**src/rtl/compute_ctrl_decoder_pkg.sv**
```systemverilog
// Shared definitions for the host control-word decoder: command codes, FSM
// states, status bit positions and control_low_word field offsets.
package compute_ctrl_pkg;

  // Raw command values carried in control_high_word
  localparam logic [31:0] CMD_RESET = 32'd0;
  localparam logic [31:0] CMD_HOST  = 32'd1;
  localparam logic [31:0] CMD_EXEC  = 32'd2;

  // Decoded command; unknown codes collapse onto host access
  typedef enum logic [1:0] {
    C_RESET = 2'd0,
    C_HOST  = 2'd1,
    C_EXEC  = 2'd2
  } cmd_t;

  typedef enum logic [2:0] {
    S_RESET = 3'd0,
    S_HOST  = 3'd1,
    S_START = 3'd2,
    S_RUN   = 3'd3,
    S_DONE  = 3'd4
  } state_t;

  // Status word bit positions
  localparam int ST_DONE_BIT = 0;
  localparam int ST_BUSY_BIT = 1;
  localparam int ST_ERR_BIT  = 2;
  localparam int ST_HOST_BIT = 3;
  localparam int ST_CYC_LSB  = 16;

  // control_low_word field offsets
  localparam int CTL_ADDR_LSB = 0;
  localparam int CTL_WEA_BIT  = 10;
  localparam int CTL_SEL_BIT  = 11;

  function automatic cmd_t decode_cmd(input logic [31:0] word);
    cmd_t c;
    case (word)
      CMD_RESET: c = C_RESET;
      CMD_EXEC:  c = C_EXEC;
      CMD_HOST:  c = C_HOST;
      default:   c = C_HOST;
    endcase
    return c;
  endfunction

endpackage

```
**src/rtl/compute_ctrl_decoder_run_cycle_counter.sv**
```systemverilog
// Saturating run-cycle counter: clear wins, enable counts up, otherwise frozen.
module run_cycle_counter #(
  parameter int CYC_W = 16
) (
  input  logic             clk,
  input  logic             rst,
  input  logic             clr,
  input  logic             en,
  output logic [CYC_W-1:0] count
);

  logic [CYC_W-1:0] count_r;

  // Count run cycles, sticking at all-ones instead of wrapping
  always_ff @(posedge clk or posedge rst) begin
    if (rst) begin
      count_r <= {CYC_W{1'b0}};
    end else if (clr) begin
      count_r <= {CYC_W{1'b0}};
    end else if (en && (count_r != {CYC_W{1'b1}})) begin
      count_r <= count_r + {{(CYC_W-1){1'b0}}, 1'b1};
    end else begin
      count_r <= count_r;
    end
  end

  assign count = count_r;

endmodule

```
**src/rtl/compute_ctrl_decoder.sv**
```systemverilog
// Responder for the host control-word protocol: turns the control/data words
// into RAM write strobes, a one-shot core start, read-back data and status.
module compute_ctrl_decoder
  import compute_ctrl_pkg::*;
#(
  parameter int DADDR_W = 10,
  parameter int PADDR_W = 6,
  parameter int INSTR_W = 37,
  parameter int CYC_W   = 16
) (
  input  logic               clk,
  input  logic               rst,
  input  logic [31:0]        control_low_word,
  input  logic [31:0]        control_high_word,
  input  logic [31:0]        dina_ext_low_word,
  input  logic [31:0]        dina_ext_high_word,
  output logic [31:0]        dout_ext_low_word,
  output logic [31:0]        dout_ext_high_word,
  output logic [31:0]        status,
  output logic [DADDR_W-1:0] dmem_addr,
  output logic               dmem_we,
  output logic [63:0]        dmem_din,
  input  logic [63:0]        dmem_dout,
  output logic [PADDR_W-1:0] pmem_addr,
  output logic               pmem_we,
  output logic [INSTR_W-1:0] pmem_din,
  output logic               core_rst,
  output logic               core_start,
  input  logic               core_done,
  output logic               host_sel
);

  state_t             state_r, state_nxt_s;
  cmd_t               cmd_s;
  logic [DADDR_W-1:0] addr_s;
  logic               wea_s, sel_s, host_ok_s, pmem_ok_s, err_set_s;
  logic [63:0]        dina_s, dout_r;
  logic               core_rst_r, core_start_r, host_sel_r, busy_r, done_r, err_r;
  logic               rd_pend_r, rd_sel_r;
  logic [CYC_W-1:0]   count_s;
  logic               unused_ctl_s;

  assign cmd_s        = decode_cmd(control_high_word);
  assign addr_s       = control_low_word[CTL_ADDR_LSB +: DADDR_W];
  assign wea_s        = control_low_word[CTL_WEA_BIT];
  assign sel_s        = control_low_word[CTL_SEL_BIT];
  assign unused_ctl_s = ^control_low_word[31:12];
  assign dina_s       = {dina_ext_high_word, dina_ext_low_word};

  // Host owns the RAM ports except during the start cycle and while running
  assign host_ok_s = host_sel_r && (state_r != S_START);
  assign pmem_ok_s = (addr_s[DADDR_W-1:PADDR_W] == {(DADDR_W-PADDR_W){1'b0}});
  // Writes to a missing program slot, or while the core owns the RAMs, are errors
  assign err_set_s = wea_s && (!host_ok_s || (sel_s && !pmem_ok_s));

  assign dmem_we   = host_ok_s && wea_s && !sel_s;
  assign dmem_addr = addr_s;
  assign dmem_din  = dina_s;
  assign pmem_we   = host_ok_s && wea_s && sel_s && pmem_ok_s;
  assign pmem_addr = addr_s[PADDR_W-1:0];
  assign pmem_din  = dina_s[INSTR_W-1:0];

  // Next-state decode; abort (cmd 0) outranks core_done while running
  always_comb begin
    state_nxt_s = state_r;
    case (state_r)
      S_RESET: begin
        if (cmd_s == C_HOST)      state_nxt_s = S_HOST;
        else if (cmd_s == C_EXEC) state_nxt_s = S_START;
        else                      state_nxt_s = S_RESET;
      end
      S_HOST: begin
        if (cmd_s == C_RESET)     state_nxt_s = S_RESET;
        else if (cmd_s == C_EXEC) state_nxt_s = S_START;
        else                      state_nxt_s = S_HOST;
      end
      S_START: state_nxt_s = S_RUN;
      S_RUN: begin
        if (cmd_s == C_RESET)     state_nxt_s = S_RESET;
        else if (core_done)       state_nxt_s = S_DONE;
        else                      state_nxt_s = S_RUN;
      end
      S_DONE: begin
        if (cmd_s == C_RESET)     state_nxt_s = S_RESET;
        else if (cmd_s == C_HOST) state_nxt_s = S_HOST;
        else                      state_nxt_s = S_DONE;
      end
      default: state_nxt_s = S_RESET;
    endcase
  end

  // FSM state plus registered control outputs and sticky error flag
  always_ff @(posedge clk or posedge rst) begin
    if (rst) begin
      state_r      <= S_RESET;
      core_rst_r   <= 1'b1;
      host_sel_r   <= 1'b1;
      core_start_r <= 1'b0;
      busy_r       <= 1'b0;
      done_r       <= 1'b0;
      err_r        <= 1'b0;
    end else begin
      state_r      <= state_nxt_s;
      core_rst_r   <= (state_nxt_s == S_RESET);
      host_sel_r   <= (state_nxt_s == S_RESET) || (state_nxt_s == S_HOST) ||
                      (state_nxt_s == S_DONE);
      core_start_r <= (state_nxt_s == S_START);
      busy_r       <= (state_nxt_s == S_RUN);
      done_r       <= (state_nxt_s == S_DONE);
      if ((state_nxt_s == S_RESET) && (state_r != S_RESET)) begin
        err_r <= 1'b0;
      end else if (err_set_s) begin
        err_r <= 1'b1;
      end else begin
        err_r <= err_r;
      end
    end
  end

  // Read-back: request at N, RAM data at N+1, captured into dout at N+2
  always_ff @(posedge clk or posedge rst) begin
    if (rst) begin
      rd_pend_r <= 1'b0;
      rd_sel_r  <= 1'b0;
      dout_r    <= 64'd0;
    end else begin
      rd_pend_r <= host_ok_s && !wea_s;
      rd_sel_r  <= sel_s;
      if (rd_pend_r) begin
        dout_r <= rd_sel_r ? 64'd0 : dmem_dout;
      end else begin
        dout_r <= dout_r;
      end
    end
  end

  run_cycle_counter #(.CYC_W(CYC_W)) u_cnt (
    .clk   (clk),
    .rst   (rst),
    .clr   (state_r == S_START),
    .en    (state_r == S_RUN),
    .count (count_s)
  );

  assign dout_ext_low_word  = dout_r[31:0];
  assign dout_ext_high_word = dout_r[63:32];
  assign core_rst           = core_rst_r;
  assign core_start         = core_start_r;
  assign host_sel           = host_sel_r;
  assign status             = {count_s, 12'd0, host_sel_r, err_r, busy_r, done_r};

endmodule

```
**config.mk**
```make
export PLATFORM = sky130hd
export DESIGN_NAME = compute_ctrl_decoder
export DESIGN_NICKNAME = d
export VERILOG_FILES = /design/src/rtl/compute_ctrl_decoder_pkg.sv /design/src/rtl/compute_ctrl_decoder_run_cycle_counter.sv /design/src/rtl/compute_ctrl_decoder.sv
export SDC_FILE = /design/constraint.sdc
export NUM_CORES = 1
export LEC_CHECK = 0
export CAP_MARGIN = 10
export CELL_PAD_IN_SITES_DETAIL_PLACEMENT = 1
export CELL_PAD_IN_SITES_GLOBAL_PLACEMENT = 1
export CORE_AREA = 3 3 160 162
export CTS_BUF_LIST = sky130_fd_sc_hd__clkbuf_8
export CTS_CLUSTER_DIAMETER = 100
export DETAILED_ROUTE_END_ITERATION = 10
export DIE_AREA = 0 0 163 165
export PLACE_DENSITY = 0.76
export SETUP_SLACK_MARGIN = 0.3
export SLEW_MARGIN = 20
export SYNTH_ARGS = -nofsm -noshare
export SYNTH_HDL_FRONTEND = slang
export SYNTH_SLANG_ARGS = --single-unit
```
**constraint.sdc**
```tcl
create_clock -name clk -period 3.6 [get_ports clk]
set_clock_uncertainty 0.1 [all_clocks]
set_input_delay 0.72 -clock clk [delete_from_list [all_inputs] [get_ports clk]]
set_output_delay 0.72 -clock clk [all_outputs]
set_load 0.1 [all_outputs]
```
==> metrics.md, run 1 <==
| Metric | Value |
|---|---|
| Floorplan row count | `57` |
| Area Overhead vs Synth | `31.0%` |
| Hold Startpoint | `dout_r[4]` |
| Worst path slowest cell | `nor4_1` |
| Die Ht | `165 um` |
| CP Cell Sequence | `clkdlybuf4s50_1 > nor4_1 > nand2_1 > nor2_1 > buf_12` |
| Core Box Area | `24200 um^2` |
| Setup Fix Bufs, Post-CTS | `0` |
| Worst hold path cell count | `2` |
| Starting Density | `between 20% and 30%` |
| Unique masters post-synth | `50` |
| GRT Util Overall | `10.8%` |
| Hpwl dp | `11000 um` |
| Leak Pwr | `2.84 nW` |
| Hold Path End | `dout_r[4]` |
| Synthesized cell area | `5020 um^2` |
| WL final | `around 15000 um` |
| CTS sink count | `91` |
| Period minus WS final | `~3 ns` |
| Cell type with the largest total area after synthesis | `dfrtp_1` |
| Final hold vios | `0` |
| First-pass GRT wire length | `22800 um` |
| Least-Margin Pin Slew | `a little over 1 ns` |
| Vias in the first global route | `roughly 4200` |
| CTS resizes | `0` |
| Unrepaired setup endpoints after global routing | `false` |
| Pre-antenna DRT Iters | `4` |
| IO Port Bufs | `197` |
| Grt total ovfl | `0` |
| PwrDens | `421 nW/um^2` |
| DRC | `0` |
| Worst path max stage delay | `roughly 0.45 ns` |
| Die Width | `163 um` |
| Max-cap violations | `0` |
| Placed Area | `6330 um^2` |
| Setup TNS | `0 ns` |
| EDFF count, synth | `0` |
| R2R setup slack | `1.65 ns` |
| DRT antenna net count | `0` |
| Type of the tightest min-delay check | `register to register` |
| Root Driver | `clkbuf_8` |
| Yosys top cell area share | `between 40 and 50%` |
| Fin nets | `838` |
| DR vias/cell | `4.09` |
| Slew Limit Fails | `0` |
| Critical Path RT | `2.78 ns` |
| Fin crit share | `81.2%` |
| FFs w/ async S/R, synth | `100%` |
| Post-Synthesis Cells | `568` |
| CP arrival | `2.10 ns` |
| Post-synthesis sequential area ratio | `45.4%` |
| Antenna violations before repair | `0` |
| FF-to-FF Start | `state_r[0]` |
| TritonCTS clock tree | `yes` |
| I/O Pins | `between 400 and 500` |
| Critical R2R Capture | `u_cnt.count[14]` |
| FMAX | `roughly 340 MHz` |
| Main synth FF type | `dfrtp_1` |
| Largest net degree at the start of global routing | `66` |
| TritonCTS Buffers | `9` |
| Top post-synthesis cells by area | `dfrtp_1 (44%), buf_4 (20%), o21ai_0 (6.6%)` |
| DR vias | `approximately 4000` |
| VDD IR max | `~0.22 mV` |
| Worst-Skew Late Latency | `between 0.3 and 0.4 ns` |
| Final setup viols | `0` |
| Layout cell share with drive strength beyond 1 | `about an eighth` |
| Startpoint types | `input port` |
| WL per Instance | `between 15 and 20 um` |
| Final GP Congestion | `about 0.74` |
| Relative slew slack | `32.1%` |
| R2R cell count | `4` |
| Flops & latches, synth | `91` |
| # diodes | `0` |
| Syn avg cell area | `8.83 um^2` |
| Die area | `26900 um^2` |
| Clock Tree Buf Depth | `2` |
| Initial DRC Count | `134` |
| CP endpoint kind | `output port` |
| H-tree levels | `3` |
| Status | `complete, no violations` |
| Clk slew on worst S/H paths | `0.10 ns` |
| WS Path Type | `input port to output port` |
| # fillers | `2864` |
| Ys Warns | `0` |
| CTS Hold Buffers Added | `0` |
| Worst Path Max Fanout | `2` |
| Design area | `6570 um^2` |
[metrics by stage]
| step | worst slack [ns] | utilization, % | hold WS (ns) | instances | power (mW) |
|---|---|---|---|---|---|
| after floorplan | 0.403 | - | 0.335 | 579 | 2.31 |
| after global placement | 0.702 | 26.1 | 0.410 | 954 | 1.99 |
| after detailed placement | 0.654 | 26.1 | 0.415 | 954 | 2.00 |
| after CTS | 0.645 | 27.0 | 0.433 | 970 | 2.83 |
| after global routing | 0.529 | 27.1 | 0.462 | 971 | 2.91 |
| final | 0.677 | 27.1 | 0.427 | 971 | 2.77 |
[where the power goes]
part,leakage (nW),internal (mW),total (mW),switching [mW]
combinational,1.55,0.226,0.860,0.634
sequential,1.19,1.08,1.11,0.0305
clock,0.107,0.356,0.799,0.443
[worst max path at each step]
| stage | slack [ns] | to | start | depth (start not counted) |
|---|---|---|---|---|
| 2_1_floorplan | 0.40 | pmem_we | control_low_word[7] | 3 |
| 3_3_place_gp | 0.70 | pmem_we | control_low_word[7] | 5 |
| 3_5_place_dp | 0.65 | pmem_we | control_low_word[7] | 5 |
| 4_1_cts | 0.64 | pmem_we | control_low_word[7] | 5 |
| 5_1_grt | 0.53 | pmem_we | control_low_word[7] | 5 |
| 6_report | 0.68 | pmem_we | control_low_word[7] | 5 |
[flip-flops by register name (all words and copies together) (netlist names)]
name         cells
dout_r          64
u_cnt.count     16
state_r          3
busy_r           1
core_rst         1
core_start       1
done_r           1
err_r            1
host_sel         1
rd_pend_r        1
rd_sel_r         1
[cells in the mapped netlist (all sizes together) (4+ instances only)]
cell,instances
nand3,11
dfrtp,89
inv,67
nor4,11
a21oi,10
clkbuf,15
or4,5
nand2b,4
buf,136
o21ai,67
o211ai,4
o31ai,5
nor2,8
nand2,82
nand4,9
nor3,8
[cell usage in the layout, fill, tap and decap left out, types with 9 or more instances in the layout]
cell type          n
nand2_1           82
nor4_1            10
dfrtp_1           88
buf_4             42
clkdlybuf4s50_1  158
o21ai_0           66
inv_1             66
conb_1            12
clkbuf_8          10
nand3_1            9
a21oi_1           10
[kinds of logic (layout without fill, tap and decap cells)]
family                     Yosys count  after routing  share of synthesized area [%]
DFF                                 91             91                           45.4
muxes                                3              3                          0.599
AOI/OAI and AO/OA                   98             98                           11.1
buffers and inverters              218            286                           26.6
and+or+nand+nor                    156            156                           16.0
adders and majority gates            1              1                          0.249
other                                1             12                         0.0747
[metal layers]
metal,wire (um),part of all wire [%],GRT usage (%),vias to the layer above
met5,0,0,0,-
met4,298,2.0,3.96,0
met3,1510,10,4.61,20
met2,6970,47,18.6,203
met1,5960,40,11.9,1898
li1,-,-,-,1846
[cell type report]
| type | count | area [um^2] | area share, % |
|---|---|---|---|
| clock inverter | 6 | 77.6 | 1.18 |
| tap | 324 | 405 | 6.17 |
| multi-input combinational | 270 | 1450 | 22.1 |
| inverter | 67 | 254 | 3.86 |
| sequential | 91 | 2280 | 34.7 |
| clock buffer | 10 | 138 | 2.09 |
| timing repair buffer | 203 | 1960 | 29.9 |
[critical path, delay by kind of cell]
family | cells | cell delay (ns)
and+or+nand+nor | 3 | 0.74
buffers and inverters | 2 | 0.64
(Power assumes the default switching activity.)
==> run 2: changes to the inputs <==
Settings changed: CORE_AREA 3 3 160 162 to unset, CORE_MARGIN set to 3, CORE_UTILIZATION set to 20, DIE_AREA 0 0 163 165 to unset, PLACE_DENSITY 0.76 to 0.78.
Clock period 3.6 ns to 2.45 ns, I/O delays scaled along.
==> run 2 against run 1 <==
  * Worst setup slack lost 0.35 ns
  * Via count rose by 1.8%
  * Flip-flop and latch count is the same
  * Cell count grew 1.1%
  * Global-route usage decreased by 0.49 points
  * Critical endpoint unchanged
  * Largest cell class unchanged
==> metrics.md, run 2 (same netlist as run 1, synthesis figures left out) <==
| Metric | Value |
|---|---|
| Status | `complete, no violations` |
| Largest reg by FF count | `dout_r` |
| Vias in the first global route | `4117 (-2.9%)` |
| Fin crit share | `slightly below 90%` |
| Die area | `27000 um^2 (+0.47%)` |
| # fillers | `2861 (-0.10%)` |
| CP arrival | `1.54 ns (-0.56 ns)` |
| DRT antenna net count | `0 (unchanged)` |
| Critical Path RT | `1.86 ns (-0.92 ns)` |
| PwrDens | `608 nW/um^2 (+44%)` |
| Beginning of the critical path | `control_low_word[7]` |
| Grt total ovfl | `0 (unchanged)` |
| Type of the tightest min-delay check | `register to register` |
| VDD IR max | `0.245 mV (+9.2%)` |
| Worst-Skew Late Latency | `0.37 ns (about the same)` |
| Dpl ws | `0.0793 ns (-0.575 ns)` |
| WS Path Type | `input port to output port` |
| FMAX | `470 MHz` |
| I/O Pins | `413 (unchanged)` |
| Antenna violations before repair | `0 (unchanged)` |
| Worst Path Max Fanout | `2 (unchanged)` |
| WL final | `14500 um (-1.8%)` |
| Final GP Congestion | `0.718 (-3.2%)` |
| Least-Margin Pin Slew | `0.617 ns (-0.398 ns)` |
| Period minus WS final | `2.13 ns` |
| Pre-antenna DRT Iters | `4 (unchanged)` |
| # diodes | `0 (unchanged)` |
| Fin util | `27.1% (+0.034 points)` |
| Root Driver | `clkbuf_8` |
| Startpoint types | `input port` |
| First-pass GRT wire length | `22300 um (-2.2%)` |
| Clock Tree Buf Depth | `2 (unchanged)` |
| Relative slew slack | `58.9% (+27 points)` |
| Die Width | `164 um (+0.85%)` |
| Commonest non-fill, non-tap cell in the layout | `buf_4` |
| Max FFs per register | `64 (unchanged)` |
| DRC | `0 (unchanged)` |
| Final setup viols | `0 (unchanged)` |
| Fin nets | `849 (+1.3%)` |
| DR vias/cell | `4.11 (+0.65%)` |
| Starting Density | `20.5% (-0.18 points)` |
| Slew Limit Fails | `0 (unchanged)` |
| DR vias | `4038 (+1.8%)` |
| Area Overhead vs Synth | `32.3%` |
| WL per Instance | `14.7 um (-2.9%)` |
| Hold Startpoint | `u_cnt.count[15]` |
| Leak Pwr | `2.98 nW (+4.9%)` |
| Fin Hold WS | `0.404 ns (-0.0236 ns)` |
| GRT Util Overall | `10.3% (-0.49 points)` |
| TritonCTS Buffers | `9 (unchanged)` |
| Unrepaired setup endpoints after global routing | `true` |
| Post-route setup slack | `0.324 ns (-0.352 ns)` |
| Max-cap violations | `0 (unchanged)` |
| CTS sink count | `91 (unchanged)` |
| FF-to-FF Start | `u_cnt.count[0]` |
| Placed Area | `6330 um^2 (about the same)` |
| Design area | `6640 um^2 (+1.0%)` |
| Clk slew on worst S/H paths | `0.11 ns (about the same)` |
| H-tree levels | `3 (unchanged)` |
| Core Box Area | `24500 um^2 (+0.88%)` |
| Floorplan row count | `57 (unchanged)` |
| TritonCTS clock tree | `yes` |
| Commonest cells after routing, fill and taps aside | `buf_4 (102), clkdlybuf4s50_1 (100), nand2_1 (82)` |
| CP endpoint kind | `output port` |
| Die Ht | `164 um (-0.37%)` |
| Initial DRC Count | `208 (+55%)` |
| Largest net degree at the start of global routing | `92 (+39%)` |
| Hpwl dp | `10700 um (-3.3%)` |
| IO Port Bufs | `197 (unchanged)` |
| Final hold vios | `0 (unchanged)` |
| Layout cell share with drive strength beyond 1 | `25.1% (+13 points)` |
## run 2: cell count changes in the layout (fill, tap and decap cells not counted), moves of 2 or more
cell | previous run | this run
buf_4 | 42 | 102
clkdlybuf4s50_1 | 158 | 100
dfrtp_1 | 88 | 70
dfrtp_2 | 1 | 19
buf_12 | 2 | 8
dlygate4sd2_1 | 0 | 4
nor2_1 | 8 | 6
## run 2: worst max-delay path, stage by stage
cell and delay, ns:
dlygate4sd2_1 0.29, nor4_4 0.32, nand2_1 0.11, nor2_2 0.14
buf_12 0.19
## run 2: power breakdown
group	leakage [nW]	internal, mW	switching (mW)
Combinational	1.72	0.318	0.934
Clock	0.109	0.502	0.649
Sequential	1.16	1.59	0.0480
## run 2: final timing paths
| path | slack (ns) | depth (start not counted) | endpoint |
|---|---|---|---|
| max in group asynchronous | 1.28 | 3 | u_cnt.count[1] |
| min reg2reg | 0.40 | 1 | u_cnt.count[15] |
| min in group asynchronous | 0.45 | 3 | dout_r[15] |
| max | 0.32 | 5 | pmem_we |
| min | 0.40 | 1 | u_cnt.count[15] |
| max reg2reg | 0.54 | 5 | u_cnt.count[2] |
## run 2: layout make-up
| cell class | count | area, um^2 | area share, % |
|---|---|---|---|
| clock buffers | 9 | 124 | 1.87 |
| clock inverters | 7 | 92.6 | 1.39 |
| inverters | 67 | 255 | 3.84 |
| multi-input cells | 270 | 1490 | 22.5 |
| flip-flops and latches | 91 | 2310 | 34.8 |
| well taps | 324 | 405 | 6.11 |
| repair buffers | 214 | 1960 | 29.6 |
## run 2: layer usage
layer	vias to the layer above	track usage [%]	wire length, um
met5	-	0	0
met4	0	2.59	193
met3	25	4.82	1720
met2	228	17.8	6830
met1	1913	11.5	5730
li1	1872	-	-
## run 2: timing repair
item	4_1_cts	5_1_grt
setup buffers	8	1
hold buffers	0	0
setup endpoints to repair	2	2
resized for setup	10	1
pin swaps	5	2
## run 2: through the flow
stage	power [mW]	cells	setup TNS (ns)
final	4.04	982	0
after global placement	2.91	957	0
after CTS	4.11	981	0
after floorplan	3.40	579	-0.0132
after detailed placement	2.92	957	0
after global routing	4.24	982	0
